==> config.mk <==
export PLATFORM = sky130hd
export DESIGN_NAME = flt2fix_sequencer
export DESIGN_NICKNAME = d
export VERILOG_FILES = /design/src/rtl/flt2fix_pkg.sv /design/src/rtl/flt2fix_core.sv /design/src/rtl/flt2fix_sequencer.sv
export SDC_FILE = /design/constraint.sdc
export NUM_CORES = 1
export LEC_CHECK = 0
export ABC_AREA = 1
export CORE_AREA = 2 2 77 79
export DETAILED_ROUTE_END_ITERATION = 10
export DIE_AREA = 0 0 79 81
export MAX_ROUTING_LAYER = met4
export PLACE_DENSITY = 0.8
export SYNTH_ARGS = -nofsm -noshare
export SYNTH_HDL_FRONTEND = slang
export SYNTH_SLANG_ARGS = --single-unit
export TNS_END_PERCENT = 5
==> constraint.sdc <==
create_clock -name clk -period 2.7 [get_ports clk]
set_clock_uncertainty 0.15 [all_clocks]
set_input_delay 0.27 -clock clk [delete_from_list [all_inputs] [get_ports clk]]
set_output_delay 0.27 -clock clk [all_outputs]
set_load 0.005 [all_outputs]
==> src/rtl/flt2fix_pkg.sv <==
// -----------------------------------------------------------------------------
// flt2fix_pkg
// Shared definitions for the half-precision to 8.8 fixed-point sequencer:
// FSM state encodings, conversion constants and the magnitude bit position.
// No ports (package).
// -----------------------------------------------------------------------------
package flt2fix_pkg;

  // FSM state encodings (plain constants so legacy code can compare raw bits)
  localparam logic [2:0] ST_IDLE  = 3'd0;
  localparam logic [2:0] ST_RD_LO = 3'd1;
  localparam logic [2:0] ST_RD_HI = 3'd2;
  localparam logic [2:0] ST_CAPT  = 3'd3;
  localparam logic [2:0] ST_CONV  = 3'd4;
  localparam logic [2:0] ST_WR_LO = 3'd5;
  localparam logic [2:0] ST_WR_HI = 3'd6;
  localparam logic [2:0] ST_DONE  = 3'd7;

  // Typed view of the same encodings, for debug and newer code
  typedef enum logic [2:0] {
    S_IDLE  = ST_IDLE,
    S_RD_LO = ST_RD_LO,
    S_RD_HI = ST_RD_HI,
    S_CAPT  = ST_CAPT,
    S_CONV  = ST_CONV,
    S_WR_LO = ST_WR_LO,
    S_WR_HI = ST_WR_HI,
    S_DONE  = ST_DONE
  } state_e;

  localparam int EXP_BIAS  = 15;
  localparam int FRAC_BITS = 8;

  // {hidden, m} << e carries 10 mantissa fraction bits plus the exponent
  // bias; dropping (10 + bias - frac) LSBs leaves the 8.8 magnitude.
  localparam int MAG_LSB = 10 + EXP_BIAS - FRAC_BITS;

  localparam logic [4:0]  SAT_EXP = 5'd22;
  localparam logic [15:0] POS_MAX = 16'h7FFF;
  localparam logic [15:0] NEG_MAX = 16'h8000;

endpackage

==> src/rtl/flt2fix_core.sv <==
// -----------------------------------------------------------------------------
// flt2fix_core
// Combinational IEEE half-precision to signed 8.8 fixed-point converter.
// Out-of-range values, inf and NaN saturate to 0x7FFF / 0x8000 by sign.
//
// Build option: define FLT2FIX_ROUND_EN to round the magnitude to nearest
// even before negation; otherwise the magnitude is truncated.
//
// Ports:
//   flt  in  [15:0]  half-precision operand
//   fix  out [15:0]  8.8 two's-complement result
// -----------------------------------------------------------------------------
module flt2fix_core
  import flt2fix_pkg::*;
(
  input  logic [15:0] flt,
  output logic [15:0] fix
);

  logic        sgn;
  logic [4:0]  expo;
  logic [9:0]  mant;
  logic [41:0] f;
  logic [14:0] mag;
  logic [14:0] mag_f;
  logic        sat;
  logic        sat_f;
  logic [15:0] mag_ext;

  assign sgn  = flt[15];
  assign expo = flt[14:10];
  assign mant = flt[9:0];

  // Denormals get a hidden bit of 0, so zero of either sign maps to 0.
  assign f   = {31'b0, (expo != 5'd0), mant} << expo;
  assign mag = f[MAG_LSB+14:MAG_LSB];
  assign sat = (expo >= SAT_EXP) || (f[41:32] != 10'd0);

`ifdef FLT2FIX_ROUND_EN
  logic        lsb_bit;
  logic        guard_bit;
  logic        sticky_bit;
  logic [15:0] mag_r;

  assign lsb_bit    = f[MAG_LSB];
  assign guard_bit  = f[MAG_LSB-1];
  assign sticky_bit = |f[MAG_LSB-2:0];
  assign mag_r      = {1'b0, mag} + {15'd0, guard_bit & (lsb_bit | sticky_bit)};
  // A carry into bit 15 means the rounded value no longer fits 8.8.
  assign mag_f      = mag_r[14:0];
  assign sat_f      = sat | mag_r[15];
`else
  logic unused_round_bits;

  assign unused_round_bits = ^f[MAG_LSB-1:0];
  assign mag_f             = mag;
  assign sat_f             = sat;
`endif

  assign mag_ext = {1'b0, mag_f};

  always_comb begin
    if (sat_f) begin
      fix = sgn ? NEG_MAX : POS_MAX;
    end else begin
      fix = sgn ? (16'd0 - mag_ext) : mag_ext;
    end
  end

endmodule

==> src/rtl/flt2fix_sequencer.sv <==
// -----------------------------------------------------------------------------
// flt2fix_sequencer
// Fetches COUNT half-precision operands (two bytes each) from a byte-wide
// memory, converts each through flt2fix_core, writes the 8.8 results back as
// two bytes and pulses done. Six cycles per element plus one DONE cycle.
// Rounding mode is selected in flt2fix_core by FLT2FIX_ROUND_EN.
//
// Parameters:
//   SRC_BASE  byte address of operand 0 low byte
//   DST_BASE  byte address of result 0 low byte
//   COUNT     operands per request, 1..64
// Ports:
//   clk          in       clock
//   reset        in       synchronous, active-high reset
//   start        in       request; a falling edge seen in IDLE triggers
//   done         out      one-cycle completion pulse
//   busy         out      high in every state except IDLE
//   mem_addr     out [7:0] memory byte address
//   mem_rd_en    out      read strobe, data returns next cycle
//   mem_rd_data  in  [7:0] registered read data
//   mem_wr_en    out      write strobe, committed at the clock edge
//   mem_wr_data  out [7:0] write byte
// -----------------------------------------------------------------------------
module flt2fix_sequencer
  import flt2fix_pkg::*;
#(
  parameter logic [7:0] SRC_BASE = 8'd4,
  parameter logic [7:0] DST_BASE = 8'd6,
  parameter int         COUNT    = 1
) (
  input  logic       clk,
  input  logic       reset,
  input  logic       start,
  output logic       done,
  output logic       busy,
  output logic [7:0] mem_addr,
  output logic       mem_rd_en,
  input  logic [7:0] mem_rd_data,
  output logic       mem_wr_en,
  output logic [7:0] mem_wr_data
);

  localparam logic [5:0] LAST_IDX = 6'(COUNT - 1);

  logic [2:0]  state;
  logic        start_q;
  logic [5:0]  idx;
  logic [7:0]  lo_byte;
  logic [7:0]  hi_byte;
  logic [15:0] result;
  logic [15:0] core_fix;
  logic [7:0]  ofs;

  // Byte offset 2*i; the 8-bit address sums below wrap modulo 256.
  assign ofs = {1'b0, idx, 1'b0};

  flt2fix_core u_core (
    .flt ({hi_byte, lo_byte}),
    .fix (core_fix)
  );

  // NOTE: all state is updated with non-blocking assignments so every
  // register samples pre-edge values regardless of statement order.
  always_ff @(posedge clk) begin
    if (reset) begin
      // NOTE: the operand/result registers are reset too; they are few and
      // it keeps post-reset simulation free of unknowns.
      state   <= ST_IDLE;
      start_q <= 1'b0;
      idx     <= 6'd0;
      lo_byte <= 8'd0;
      hi_byte <= 8'd0;
      result  <= 16'd0;
    end else begin
      start_q <= start;
      case (state)
        ST_IDLE: begin
          if (start_q && !start) begin
            state <= ST_RD_LO;
            idx   <= 6'd0;
          end
        end
        ST_RD_LO: state <= ST_RD_HI;
        ST_RD_HI: begin
          lo_byte <= mem_rd_data;   // data for the RD_LO address
          state   <= ST_CAPT;
        end
        ST_CAPT: begin
          hi_byte <= mem_rd_data;   // data for the RD_HI address
          state   <= ST_CONV;
        end
        ST_CONV: begin
          result <= core_fix;
          state  <= ST_WR_LO;
        end
        ST_WR_LO: state <= ST_WR_HI;
        ST_WR_HI: begin
          if (idx != LAST_IDX) begin
            idx   <= idx + 6'd1;
            state <= ST_RD_LO;
          end else begin
            state <= ST_DONE;
          end
        end
        ST_DONE: begin
          idx   <= 6'd0;
          state <= ST_IDLE;
        end
        default: state <= ST_IDLE;
      endcase
    end
  end

  // NOTE: every output gets a default before the case so no latch is inferred.
  always_comb begin
    mem_addr    = 8'd0;
    mem_rd_en   = 1'b0;
    mem_wr_en   = 1'b0;
    mem_wr_data = 8'd0;
    case (state)
      ST_RD_LO: begin
        mem_addr  = SRC_BASE + ofs;
        mem_rd_en = 1'b1;
      end
      ST_RD_HI: begin
        mem_addr  = SRC_BASE + ofs + 8'd1;
        mem_rd_en = 1'b1;
      end
      ST_WR_LO: begin
        mem_addr    = DST_BASE + ofs;
        mem_wr_en   = 1'b1;
        mem_wr_data = result[7:0];
      end
      ST_WR_HI: begin
        mem_addr    = DST_BASE + ofs + 8'd1;
        mem_wr_en   = 1'b1;
        mem_wr_data = result[15:8];
      end
      default: ;
    endcase
    // A reset arriving mid-sequence must not commit the write at that edge.
    if (reset) begin
      mem_rd_en = 1'b0;
      mem_wr_en = 1'b0;
    end
  end

  assign done = (state == ST_DONE);
  assign busy = (state != ST_IDLE);

endmodule
==> results.md, run 1 <==
- CP startpoint kind: register
- Pin count of the biggest net entering global routing: 22
- Antenna Cells: 0
- Core area: 5680 µm²
- DRC viols: 0
- Post-synth top area share: 26.9%
- Die Footprint: 6400 µm²
- Initial antenna violation count: 0
- Routed Antenna Nets: 0
- Die X: 79 µm
- HP Class: reg -> reg
- Post-Syn Area per Cell: 6.34 µm²
- Critical Path Fanout Max: 5
- Setup ws final: 0.201 ns
- Met2 Use GR: 44.1%
- Util after Layout: 64.4%
- WP data required: 2.28 ns
- Critical path class: reg -> out
- Status: finished clean
- Initial Utilization: 55.1%
- Relative slew slack: 71.6%
- Dpl cell area: 3530 µm²
- Mapped Cells: 493
- Register bit total from synthesis: 42
- Pre-CTS setup slack: 0.211 ns
- Final min period: 2.50 ns
- P per Cell Area: 489 nW/µm²
- WL/cell: 14.5 µm
- RSZ-0062 raised after global routing: true
- I/O Buffers: 30
- Worst EP arrival: 2.08 ns
- Share of layout cells above drive strength 1: 13.7%
- Num CTS Buffers: 5
- Placed Instances: 594
- GR peak layer: met2
- CTS clk-pin slew, worst paths: 0.09 ns
- Synth warnings: 0
- CTS tree: built
- Number of global-route vias before repair: 2,982
- Crit. End Element: output port
- Die H: 81 µm
- Via density: 5.71
- Initial DRC count: 254
- Max_cap viols: 0
- Nets: 542
- GR Util met3: 4.00%
- First-pass GRT wire length: 14.1 mm
- Setup violations, final: 0
- Syn Std Cell Area: 3130 µm²
- Global placer's final weighted congestion: 0.934
- Fin cells: 602
- Number of hold violations in the final report: 0
- DP HPWL: 6.75 mm
- GR Layer Usage met1: 39.2%
- Max Freq: 400 MHz
- Dominant cells by area after synthesis: dfxtp_1 (27%), nand2_1 (12%), nand3_1 (10%), o21ai_0 (6.6%), inv_1 (5.8%)
- Clk Latency, worst-skew pair: 0.30 ns
- Post-route cell area: 3660 µm²
- DRT Pass-1 Iters: 5
- Netlist cell types: 41
- Slew Viols, Final: 0
- GR Util All Layers: 28.6%
- Sequential area share after synthesis: 26.9%
- Final period util: 92.5%
- Post-CTS sizing: 0
- Rows: 28
- Layout area overhead: 17.0%
- Worst slew pin tran: 0.423 ns
- Vias: 3,435
- GR Overflow Total: 0
- Leak Pwr: 1.60 nW
- Final wirelength: 8.73 mm
- Peak supply drop: 426 µV
- Most area-hungry cell type in the Yosys netlist: dfxtp_1
- Synth Net Count: 509
- # IOs: 31
- Post-CTS setup buffers: 0
- # hold bufs at CTS: 0
- Clock Tree Buf Depth: 2
- Htree depth: 2
- Root buffer cell: clkbuf_8
- Clock sinks: 42
## state kept, by name, indices dropped and copies added, names as in the netlist
name	count
start_q	1
lo_byte	8
state	3
result	16
hi_byte	8
idx	6
## placed cells by master (no fill, tap or decap), types with 11 or more instances in the layout
master,count
inv_2,11
nand2_1,101
nor2_1,43
dfxtp_1,39
buf_4,15
clkdlybuf4s50_1,29
o21ai_0,41
inv_1,48
nand3_2,11
nand3_1,63
a21oi_1,32
## per-stage QoR
step	power, mW	setup TNS, ns	hold WS (ns)
6_report	1.79	0	0.335
5_1_grt	1.89	-0.0187	0.348
4_1_cts	1.79	0	0.334
3_5_place_dp	1.29	0	0.321
3_3_place_gp	1.29	0	0.318
2_1_floorplan	1.11	0	0.245
## power breakdown
part	switching, mW	total, mW	internal (mW)
sequential	0.0631	0.744	0.681
clock	0.224	0.500	0.276
combinational	0.342	0.545	0.203
## critical path, stage by stage (launching register included)
cell	delay, ns
dfxtp_1	0.39
inv_1	0.12
ha_1	0.22
a21oi_1	0.18
nor2_1	0.07
inv_1	0.07
o21ai_0	0.07
a32o_1	0.22
clkdlybuf4s50_1	0.44
## Yosys cell counts (all sizes together)
cell and count:
o22ai 3, nor4 2, nand3 74, clkbuf 8
or2 1, a41oi 1, dfxtp 42, a21oi 35
nor3 7, o21ai 50, o31ai 1, buf 11
nand3b 1, xnor2 2, nand2 109, inv 59
nor2 51, nor3b 1, nand4 11, xor2 2
a32o 2, o211ai 3, a211oi 2, ha 5
a22o 6, a31oi 4
## cell families (layout without fill, tap and decap cells)
group	count (synthesis)	in the layout	share of synthesized area, %
DFF	42	42	26.9
adders and majority gates	5	5	2.00
xor gates and xnor gates	4	4	1.12
and+or+nand+nor	257	257	39.5
AOI/OAI and AO/OA	107	107	20.3
buffers and inverters	78	112	10.2
## worst paths after layout
check	startpoint	end	slack, ns	depth (start not counted)
setup reg to reg	hi_byte[3]	result[14]	0.25	17
hold / removal	result[15]	result[15]	0.33	2
setup / recovery	idx[1]	mem_addr[6]	0.20	8
hold reg to reg	result[15]	result[15]	0.33	2
## per-layer routing
metal / vias up / routed length (µm)
li1: 1723 / -
met5: - / 0
met3: 16 / 478
met4: 0 / 169
met2: 118 / 3910
met1: 1578 / 4180
## layout make-up
| cell class | count | area, µm² |
|---|---|---|
| fill | 546 | 2020 |
| multi-input combinational | 373 | 1970 |
| sequential | 42 | 845 |
| timing repair buffer | 45 | 415 |
| inverter | 59 | 221 |
| tap | 75 | 93.8 |
| clock buffer | 6 | 72.6 |
| clock inverter | 2 | 37.5 |
Power figures use the tool's default switching activity.
==> run 2: changes to the inputs <==
--- a/config.mk
+++ b/config.mk
@@ -6,9 +6,11 @@
 export NUM_CORES = 1
 export LEC_CHECK = 0
 export ABC_AREA = 1
-export CORE_AREA = 2 2 77 79
+export CELL_PAD_IN_SITES_DETAIL_PLACEMENT = 1
+export CELL_PAD_IN_SITES_GLOBAL_PLACEMENT = 1
+export CORE_AREA = 2 2 91 93
 export DETAILED_ROUTE_END_ITERATION = 10
-export DIE_AREA = 0 0 79 81
+export DIE_AREA = 0 0 93 95
 export MAX_ROUTING_LAYER = met4
 export PLACE_DENSITY = 0.8
 export SYNTH_ARGS = -nofsm -noshare
==> run 2 against run 1 <==
Net effect: clock power down 15%; cell count up 4.5%; first-iteration DRC count decreased by 38%; critical path type unchanged; clock-buffer cell count up 1; sequential power is 0.9% higher.
==> results.md, run 2 (synthesis gave the netlist of run 1 again) <==
- Status: finished clean (unchanged)
- Clock share of power: 24.4% (was 27.9%)
- DRT Pass-1 Iters: 4 (was 5)
- HP Class: reg -> reg (unchanged)
- Final min period: 2.55 ns (was 2.50 ns)
- RSZ-0062 raised after global routing: true (unchanged)
- Initial DRC count: 158 (was 254)
- RR Startpoint: hi_byte[2] (was hi_byte[3])
- Global placer's final weighted congestion: 0.952 (was 0.934)
- Max Freq: 393 MHz (was 400 MHz)
- Seq. cell area: 850 µm² (was 845 µm²)
- Initial antenna violation count: 0 (unchanged)
- Worst Hold Depth: 2 (unchanged)
- Int Pwr: 1.09 mW (was 1.16 mW)
- P per Cell Area: 475 nW/µm² (was 489 nW/µm²)
- I/O Buffers: 30 (unchanged)
- # hold bufs at CTS: 0 (unchanged)
- Max_cap viols: 0 (unchanged)
- GR Util All Layers: 25.5% (was 28.6%)
- Routed Antenna Nets: 0 (unchanged)
- Post-CTS setup buffers: 0 (unchanged)
- Initial Utilization: 39.4% (was 55.1%)
- Psw: 657 µW (was 629 µW)
- Vias: 3,474 (was 3,435)
- Worst EP arrival: 2.13 ns (was 2.08 ns)
- Worst slew pin tran: 0.435 ns (was 0.423 ns)
- Setup violations, final: 0 (unchanged)
- Dpl cell area: 3550 µm² (was 3530 µm²)
- Slew Viols, Final: 0 (unchanged)
- CTS tree: built (unchanged)
- Post-route cell area: 3690 µm² (was 3660 µm²)
- WP data required: 2.28 ns (about the same)
- Via density: 5.52 (was 5.71)
- Switching Share: 37.5% (was 35.1%)
- WL/cell: 16.5 µm (was 14.5 µm)
- Die X: 93 µm (was 79 µm)
- Commonest non-fill, non-tap cell in the layout: nand2_1 (unchanged)
- CP startpoint kind: register (unchanged)
- Htree depth: 2 (unchanged)
- Layout area overhead: 17.9% (was 17.0%)
- Crit. End Element: output port (unchanged)
- DP HPWL: 8.20 mm (was 6.75 mm)
- Final period util: 94.3% (was 92.5%)
- Largest registers: result: 16 flops, hi_byte: 8 flops, lo_byte: 8 flops (unchanged)
- CTS clk-pin slew, worst paths: 0.08 ns (was 0.09 ns)
- Die H: 95 µm (was 81 µm)
- Nets: 539 (was 542)
- DRC viols: 0 (unchanged)
- Critical Path Start: state[1] (was idx[1])
- Reg power frac: 42.9% (was 41.6%)
- Rows: 33 (was 28)
- Die Footprint: 8840 µm² (was 6400 µm²)
- GR Overflow Total: 0 (unchanged)
- Pwr Total: 1.75 mW (was 1.79 mW)
- Num CTS Buffers: 5 (unchanged)
- Core area: 7930 µm² (was 5680 µm²)
- Relative slew slack: 71.0% (was 71.6%)
- Root buffer cell: clkbuf_8 (unchanged)
- Clk Latency, worst-skew pair: 0.30 ns (about the same)
- Antenna Cells: 0 (unchanged)
- R2R depth: 18 (was 17)
- Fillers: 1,100 (was 546)
- Leak Pwr: 1.57 nW (was 1.60 nW)
- Number of global-route vias before repair: 3,594 (was 2,982)
- Clock Tree Buf Depth: 2 (unchanged)
- Final wirelength: 10.4 mm (was 8.73 mm)
- Largest register by flop count: result (unchanged)
- Number of hold violations in the final report: 0 (unchanged)
- First-pass GRT wire length: 17.6 mm (was 14.1 mm)
- R2r endpoint: result[14] (unchanged)
- Clock sinks: 42 (unchanged)
- Pin count of the biggest net entering global routing: 22 (unchanged)
- Critical Path Fanout Max: 8 (was 5)
- Multi-input logic area: 1990 µm² (was 1970 µm²)
- Share of layout cells above drive strength 1: 14.5% (was 13.7%)
- Hold_sp: result[15] (unchanged)
- Max reg flops: 16 (unchanged)
- Most frequent cells in the layout: nand2_1 (99), nand3_1 (61), inv_1 (48), nor2_1 (41), o21ai_0 (41) (was nand2_1 (101), nand3_1 (63), inv_1 (48), nor2_1 (43), o21ai_0 (41))
- Util after Layout: 46.5% (was 64.4%)
- Peak supply drop: 274 µV (was 426 µV)
- R2r setup slk: 0.22 ns (was 0.25 ns)
- Critical Path End: mem_addr[6] (unchanged)
- # IOs: 31 (unchanged)
- Critical path class: reg -> out (unchanged)
- Combinational fraction of design power: 32.7% (was 30.5%)
## run 2: layout make-up
type / instances / share of cell area (%)
multi-input cells: 373 / 54.0
flip-flops and latches: 42 / 23.0
repair buffers: 42 / 10.8
inverters: 59 / 6.14
well taps: 105 / 3.56
clock buffers: 7 / 2.34
clock inverters: 1 / 0.136
## run 2: how the worst min path moves through the flow
stage	end	slack, ns
6_report	result[15]	0.34
3_5_place_dp	result[15]	0.32
4_1_cts	result[15]	0.33
5_1_grt	result[15]	0.35
3_3_place_gp	result[15]	0.31
2_1_floorplan	start_q	0.25
## run 2: worst max-delay path: stages, from the launching register on
cell and delay [ns]:
dfxtp_2 0.38, inv_1 0.08, nor2_2 0.13, inv_1 0.12, nor2_2 0.14, nor2_1 0.08
buf_4 0.16, nor2_1 0.09, a32o_1 0.12, clkdlybuf4s50_1 0.51
## run 2: metrics by stage
stage               TNS (ns)  setup WS, ns  cells  hold WS, ns
CTS                        0        0.0850    629        0.332
finish                     0         0.153    629        0.336
floorplan                  0         0.547    493        0.245
detailed placement         0         0.139    621        0.317
global placement           0         0.276    621        0.306
global route         -0.0219       -0.0125    629        0.351
## run 2: layer usage
layer,track usage [%],wire [µm],up-vias
li1,-,-,1720
met1,33.2,4990,1673
met2,41.8,4930,59
met3,3.19,273,22
met4,6.99,199,0
met5,-,0,-
## run 2: power groups by stage
stage          clock network [mW]  registers [mW]  logic (mW)
3_3_place_gp                    0           0.756       0.539
3_5_place_dp                    0           0.759       0.561
4_1_cts                     0.439           0.745       0.566
6_report                    0.427           0.751       0.574
5_1_grt                     0.456           0.758       0.648
2_1_floorplan                   0           0.735       0.374
## run 2: repair_timing
| action | in CTS | in global routing |
|---|---|---|
| pin swaps | 0 | 3 |
| setup endpoints to repair | 1 | 7 |
| hold endpoints to repair | 0 | 0 |
| gates resized for setup | 4 | 16 |
| gates cloned | 0 | 0 |
